--- src/rtl/clock_divider_bank.sv ---
// Multi-channel programmable clock-enable divider: registered near-50% strobes plus a per-period tick.
// Latency: enable sampled at edge k -> clock_out/tick from edge k+1; load_ack one cycle after div_load.
// No backpressure: a load is accepted every cycle; a new ratio takes effect at the wrap, or at once when the channel is disabled.
module clock_divider_bank #(
    parameter int CHANNELS    = 4,
    parameter int WIDTH       = 16,
    parameter int DEFAULT_DIV = 2
) (
    input  logic                         clock_in,
    input  logic                         reset,
    input  logic [CHANNELS-1:0]          enable,
    input  logic                         div_load,
    input  logic [$clog2(CHANNELS):0]    div_ch,
    input  logic [WIDTH-1:0]             div_value,
    output logic                         load_ack,
    output logic [CHANNELS-1:0]          clock_out,
    output logic [CHANNELS-1:0]          tick
);
    localparam int                CHW    = $clog2(CHANNELS) + 1;
    localparam logic [CHW-1:0]    NUM_CH = CHW'(CHANNELS);
    localparam logic [WIDTH-1:0]  DEF    = WIDTH'(DEFAULT_DIV);
    localparam logic [WIDTH-1:0]  MIN_D  = WIDTH'(2);

    logic             load_ok;
    logic [WIDTH-1:0] load_val;

    always_comb begin
        load_ok  = div_load && (div_ch < NUM_CH);
        load_val = (div_value < MIN_D) ? MIN_D : div_value;
    end

    always_ff @(posedge clock_in) begin
        if (reset) begin
            load_ack <= 1'b0;
        end else begin
            load_ack <= load_ok;
        end
    end

    for (genvar g = 0; g < CHANNELS; g++) begin : g_ch
        logic [WIDTH-1:0] cnt;
        logic [WIDTH-1:0] active_div;
        logic [WIDTH-1:0] pend_div;
        logic             pend_valid;
        logic             co_q;
        logic             tick_q;
        logic [WIDTH:0]   high_len;
        logic             wrap;
        logic             load_here;

        // Odd ratios give the extra cycle to the high phase.
        assign high_len  = ({1'b0, active_div} + (WIDTH+1)'(1)) >> 1;
        assign wrap      = (cnt == active_div - WIDTH'(1));
        assign load_here = load_ok && (div_ch == CHW'(g));

        always_ff @(posedge clock_in) begin
            if (reset) begin
                cnt        <= '0;
                active_div <= DEF;
                pend_div   <= DEF;
                pend_valid <= 1'b0;
                co_q       <= 1'b0;
                tick_q     <= 1'b0;
            end else begin
                // A load landing on the wrap cycle stays pending until the next wrap.
                if (load_here) begin
                    pend_div   <= load_val;
                    pend_valid <= 1'b1;
                end else if (pend_valid && (!enable[g] || wrap)) begin
                    active_div <= pend_div;
                    pend_valid <= 1'b0;
                end

                if (!enable[g]) begin
                    cnt    <= '0;
                    co_q   <= 1'b0;
                    tick_q <= 1'b0;
                end else begin
                    co_q   <= ({1'b0, cnt} < high_len);
                    tick_q <= (cnt == '0);
                    cnt    <= wrap ? '0 : cnt + WIDTH'(1);
                end
            end
        end

        assign clock_out[g] = co_q;
        assign tick[g]      = tick_q;
    end
endmodule

--- config.mk ---
export PLATFORM = sky130hd
export DESIGN_NAME = clock_divider_bank
export DESIGN_NICKNAME = d
export VERILOG_FILES = /design/src/rtl/clock_divider_bank.sv
export SDC_FILE = /design/constraint.sdc
export NUM_CORES = 1
export LEC_CHECK = 0
export BUFFER_PORTS_ARGS = -buffer_cell sky130_fd_sc_hd__buf_4
export CAP_MARGIN = 20
export CORE_MARGIN = 1.5
export CORE_UTILIZATION = 49
export CTS_CLUSTER_SIZE = 28
export DETAILED_ROUTE_END_ITERATION = 16
export GPL_TIMING_DRIVEN = 0
export PLACE_DENSITY = 0.75
export SETUP_SLACK_MARGIN = 0.1
export SLEW_MARGIN = 20
export SYNTH_ARGS = -nofsm -noshare
export SYNTH_HDL_FRONTEND = slang
export SYNTH_SLANG_ARGS = --single-unit
export TNS_END_PERCENT = 1
--- constraint.sdc ---
create_clock -name clock_in -period 5.9 [get_ports clock_in]
set_clock_uncertainty 0.15 [all_clocks]
set_input_delay 0 -clock clock_in [delete_from_list [all_inputs] [get_ports clock_in]]
set_output_delay 0 -clock clock_in [all_outputs]
set_load 0.01 [all_outputs]
* Word-level counts from Yosys, hierarchy flattened
Cells that the tools add are included.
** Operators by class
- Bitwise gates (word level) :: 8
- Order comparisons :: 6
- Reduce and logical (&&, ||, !) cells :: 38
- Add/sub/neg operators :: 12
- Muxes and demuxes :: 9
- Equality and inequality tests :: 7
** Operators by type and width (count)
- adder 16 x 1 -> 17 bit (second input constant) :: 4
- adder 16 x 1 -> 16 bit (second input constant) :: 4
- equality test 16 bit :: 4
- zero test 16 bit :: 4
- < comparator 16 bit :: 4
- subtractor 16 x 1 -> 16 bit (second input constant) :: 4
- < comparator 16 x 2 -> 1 bit (second input constant) :: 1
- 2-to-1 mux 16 bit :: 1
- OR reduction 3 bit :: 4
- logical AND 1 bit :: 9
- 2-to-1 mux 1 bit :: 8
- NOT 1 bit :: 8
- AND reduction 2 bit :: 4
- nonzero test 2 bit :: 4
- OR reduction 2 bit :: 4
- equality test 3 x 2 -> 1 bit (second input constant) :: 2
- zero test 1 bit :: 4
- logical OR 1 bit :: 4
- equality test 3 x 1 -> 1 bit (second input constant) :: 1
- zero test 3 bit :: 1
- < comparator 3 bit (second input constant) :: 1
** Storage, ports and cells
- Logic and storage cells :: 105
- Input bits :: 26
- Register bits after elaboration :: 205
- Output and inout bits :: 9

* Logic depth before layout (Yosys ltp)
- Depth after elaboration :: 6
- Mapped depth :: 14
- Gate-level depth less buffers :: 13

* Worst setup path before layout
OpenSTA, ideal clock, no wires.
- Path kind :: reg-to-reg
- Start :: register g_ch[1].active_div[0]
- End :: register g_ch[1].cnt[10]
- Path buffers :: 3
- Arrival :: 2.895 ns
- Stages on the path, launching flop included :: 13
- Slack :: 2.723 ns
- Cells stage by stage :: dfxtp_1 -> clkbuf_1 -> inv_1 -> ha_1 -> or4b_1 -> a2111oi_0 -> a31oi_1 -> o22a_1 -> nor4b_4 -> and2_0 -> buf_2 -> buf_2 -> nor3_1
** Between the ends
- Longest elaborated chain between the ends :: 3
** Ends and longest elaborated chain
- from (decl) :: RTL line 42 : logic [WIDTH-1:0] active_div;
- from (signal assigned) :: RTL line 70 : active_div <= pend_div;
- subtractor 16 x 1 -> 16 bit :: RTL line 53 : assign wrap = (cnt == active_div - WIDTH'(1));
- equality test 16 bit :: RTL line 53
- OR reduction 3 bit (no source line)
- to (signal assigned) :: RTL line 81 : cnt <= wrap ? '0 : cnt + WIDTH'(1);
- to (decl) :: RTL line 41 : logic [WIDTH-1:0] cnt;
Every way passes these cells.
A chain may end at the register's enable or synchronous reset.

* Worst setup path after layout
- Start :: register g_ch[1].active_div[0]
- End :: register g_ch[1].active_div[11]
** Between the ends
- Longest elaborated chain between the ends :: 5
** Ends and longest elaborated chain
- subtractor 16 x 1 -> 16 bit :: RTL line 53
- equality test 16 bit :: RTL line 53
- logical OR 1 bit :: RTL line 69 : end else if (pend_valid && (!enable[g] || wrap)) begin
- logical AND 1 bit :: RTL line 69
- AND reduction 2 bit (no source line)
Every way passes these cells.

==> flow_metrics.env <==
export IMPL_num_vias=11800
export IMPL_critical_path_top_delay_family="simple AND/OR/NAND/NOR gates"
export IMPL_grt_max_degree=14
export IMPL_die_w_um=167
export IMPL_dr_wl_met3_um=1650
export IMPL_finalSetupViolCount=0
export IMPL_finalHoldViolCount=0
export IMPL_htree_levels=1
export IMPL_cts_root_buf="clkbuf_16"
export IMPL_finalCritPeriodShare_pct=63.6
export IMPL_ant_nets=0
export IMPL_synth_edff_count=0
export IMPL_wl_per_cell_um=15.6
export IMPL_die_area_um2=27800
export IMPL_clock_latency_ps=520
export IMPL_rsz0062_at_grt="false"
export IMPL_final_nets=1828
export IMPL_gp_congestion=0.842
export IMPL_cp_num_buf_inv=4
export IMPL_synth_top_flop_cell="dfxtp_1"
export IMPL_top_layer="met4"
export IMPL_netlist_area_um2=13100
export IMPL_synth_yosys_seq_area_share_pct=31.2
export IMPL_drc=0
export IMPL_path_depth=12
export IMPL_ios=35
export IMPL_drive_gt1_share_pct=7.58
export IMPL_wl_met2_um=15000
export IMPL_worstMarginPinSlew_ps=736
export IMPL_nFillCells=2324
export IMPL_min_period_ps=3750
export IMPL_ys_seq_elements=205
export IMPL_placementRows=59
export IMPL_drt_iter0_markers=745
export IMPL_critPathSlowestCell="nor4b_4"
export IMPL_status="completed"
export IMPL_rr_worst_depth=12
export IMPL_whs_path_depth=4
export IMPL_critical_path_startpoint_type="flip-flop"
export IMPL_synth_cell_types=72
export IMPL_grt_pass1_wl_um=54700
export IMPL_seqCellArea_um2=4100
export IMPL_p_per_area_nw_per_um2=210
export IMPL_diodes=0
export IMPL_worstHoldPathType="in -> reg"
export IMPL_multi_input_area_um2=8310
export IMPL_grt_antenna_before_repair=0
export IMPL_grt_pass1_vias=11400
export IMPL_yosysWarnings=0
export IMPL_slew_violations=0
export IMPL_max_cap_violations=0
export IMPL_coreArea_um2=26200
export IMPL_timing_setup_tns_ps=0
export IMPL_drt_total_wl_um=32400
export IMPL_fmax_ghz=0.266
export IMPL_ctsResizeCount=0
export IMPL_worstPathArrival_ps=4000
export IMPL_async_reset_ff_share_pct=0
export IMPL_critical_path_class="reg -> reg"
export IMPL_required_ps=6140
export IMPL_clockBufferDepth=3
export IMPL_cts_sinks=205
export IMPL_synthesis_instances=1637
export IMPL_dr_pass1_iters=5
export IMPL_worstPathMaxFanout=10
export IMPL_grt_overflow_total=0
export IMPL_cts_tree="built"
export IMPL_max_stage_delay_ps=550
export IMPL_initial_core_util_pct=50.1
export IMPL_die_h_um=167
export IMPL_clkTransAtPathRegs_ps=70
export IMPL_met1_length_um=14600
export IMPL_leakage_nw=5.41
export IMPL_path_cells="clkbuf_1 > inv_1 > ha_1 > or4b_1 > a2111oi_0 > a31oi_1 > o22a_1 > nor4b_4 > and2_0 > buf_2 > buf_4 > o211ai_1"
export IMPL_syn2layout_area_growth_pct=13.6
export IMPL_ir_drop_v=0.000221
export IMPL_endpoint_kind="flip-flop"
export IMPL_grt_usage_pct=23.3
export IMPL_holdWs_ps=45.6
export IMPL_synth_fp_nets=1739
export IMPL_io_buffers=33
export IMPL_cts_inserted_buffers=24
export IMPL_relSlewSlack_pct=50.5
export IMPL_via_per_inst=5.69
export IMPL_avgSynthCellArea_um2=8.02
export IMPL_place_hpwl_um=23400
final timing paths:
check	startpoint	to	slack, ps
worst max register to register	g_ch[1].active_div[0]	g_ch[1].active_div[11]	2150
worst min-delay path	enable[1]	g_ch[1].active_div[15]	50
worst max-delay path	g_ch[1].active_div[0]	g_ch[1].active_div[11]	2150
worst min register to register	g_ch[3].pend_div[12]	g_ch[3].pend_div[12]	300
cell usage after synthesis, drive strengths merged (4+ instances only):
cell type	n	area share, %
buf	38	2.0
nor3b	8	0.58
a211o	5	0.33
inv	32	0.91
xor2	99	6.6
mux2i	51	3.9
and2	4	0.19
ha	76	7.2
or2	5	0.24
nor2b	12	0.57
nand4	55	2.6
nor4b	22	1.6
a31oi	21	1.0
nand3	62	2.4
nor2	112	3.2
o2111ai	7	0.47
o21ai	15	0.57
nand2b	32	1.5
or4	6	0.37
o211ai	25	1.4
and4	6	0.40
xnor2	99	6.6
o21a	5	0.29
or3	5	0.24
dfxtp	205	31
clkbuf	88	2.6
a21o	16	0.91
and3	34	1.6
a21oi	94	3.7
nor4	31	1.8
nor3	48	2.0
a2111oi	4	0.36
nand2	275	7.9
a211oi	5	0.29
stage by stage:
stage	instance area [µm²]	cells	util, %	setup slack (ps)	power, W
floorplan	13100	1637	-	2720	0.00156
global placement	13800	2005	52.7	2060	0.00163
detailed placement	13800	2005	52.7	1970	0.00163
CTS	14900	2077	56.9	1960	0.00315
global route	14900	2077	56.9	1910	0.00323
finish	14900	2077	56.9	2150	0.00313
cell usage in the layout, fill, tap and decap left out, types with 46 or more instances in the layout:
| cell type | n |
|---|---|
| nand2_1 | 275 |
| dfxtp_1 | 205 |
| nor2_1 | 112 |
| xor2_1 | 99 |
| xnor2_1 | 99 |
| a21oi_1 | 93 |
| clkbuf_1 | 90 |
| ha_1 | 76 |
| nand3_1 | 60 |
| nand4_1 | 55 |
| mux2i_1 | 51 |
| nor3_1 | 46 |
flip-flops by register name (all words and copies together), names as in the netlist:
name	cells
g_ch.pend_div	64
g_ch.active_div	64
g_ch.pend_valid	4
g_ch.co_q	4
g_ch.tick_q	4
g_ch.cnt	64
load_ack	1
layer usage:
layer / global-route usage (%) / vias up
met2: 39.3 / 315
met1: 30.4 / 5539
met3: 2.92 / 89
li1: - / 5874
met4: 8.74 / 0
met5: 0 / -
timing repair:
item | 4_1_cts | 5_1_grt
hold buffers | 30 | 0
buffers inserted | 0 | 0
hold endpoints to repair | 137 | 0
cells by family (layout without fill, tap and decap cells):
kind of cell	count (synthesis)	after routing	synth area share (%)
buf+inv	158	263	5.54
compound gates	220	220	10.9
xor+xnor	198	198	13.2
flops	205	205	31.2
mux	51	51	3.89
simple gates	729	729	27.9
fa+ha+maj	76	76	7.24
report_power, final:
group | switching [W] | leakage, nW | internal, W
sequential | 0.0000135 | 1.66 | 0.00140
combinational | 0.000122 | 3.37 | 0.0000808
clock | 0.000600 | 0.386 | 0.000911
layout make-up:
cell class,count,area share (%)
Sequential cell,205,27.5
Tap cell,335,2.81
Buffer,126,4.08
Inverter,32,0.805
Clock buffer,32,4.64
Clock inverter,10,0.788
Timing Repair Buffer,63,3.67
Multi-Input combinational cell,1274,55.7
worst min-delay path: stages:
cell	delay [ps]
clkbuf_1	210
nor4b_1	320
a31oi_1	70
o211ai_1	80
(Power assumes the default switching activity.)
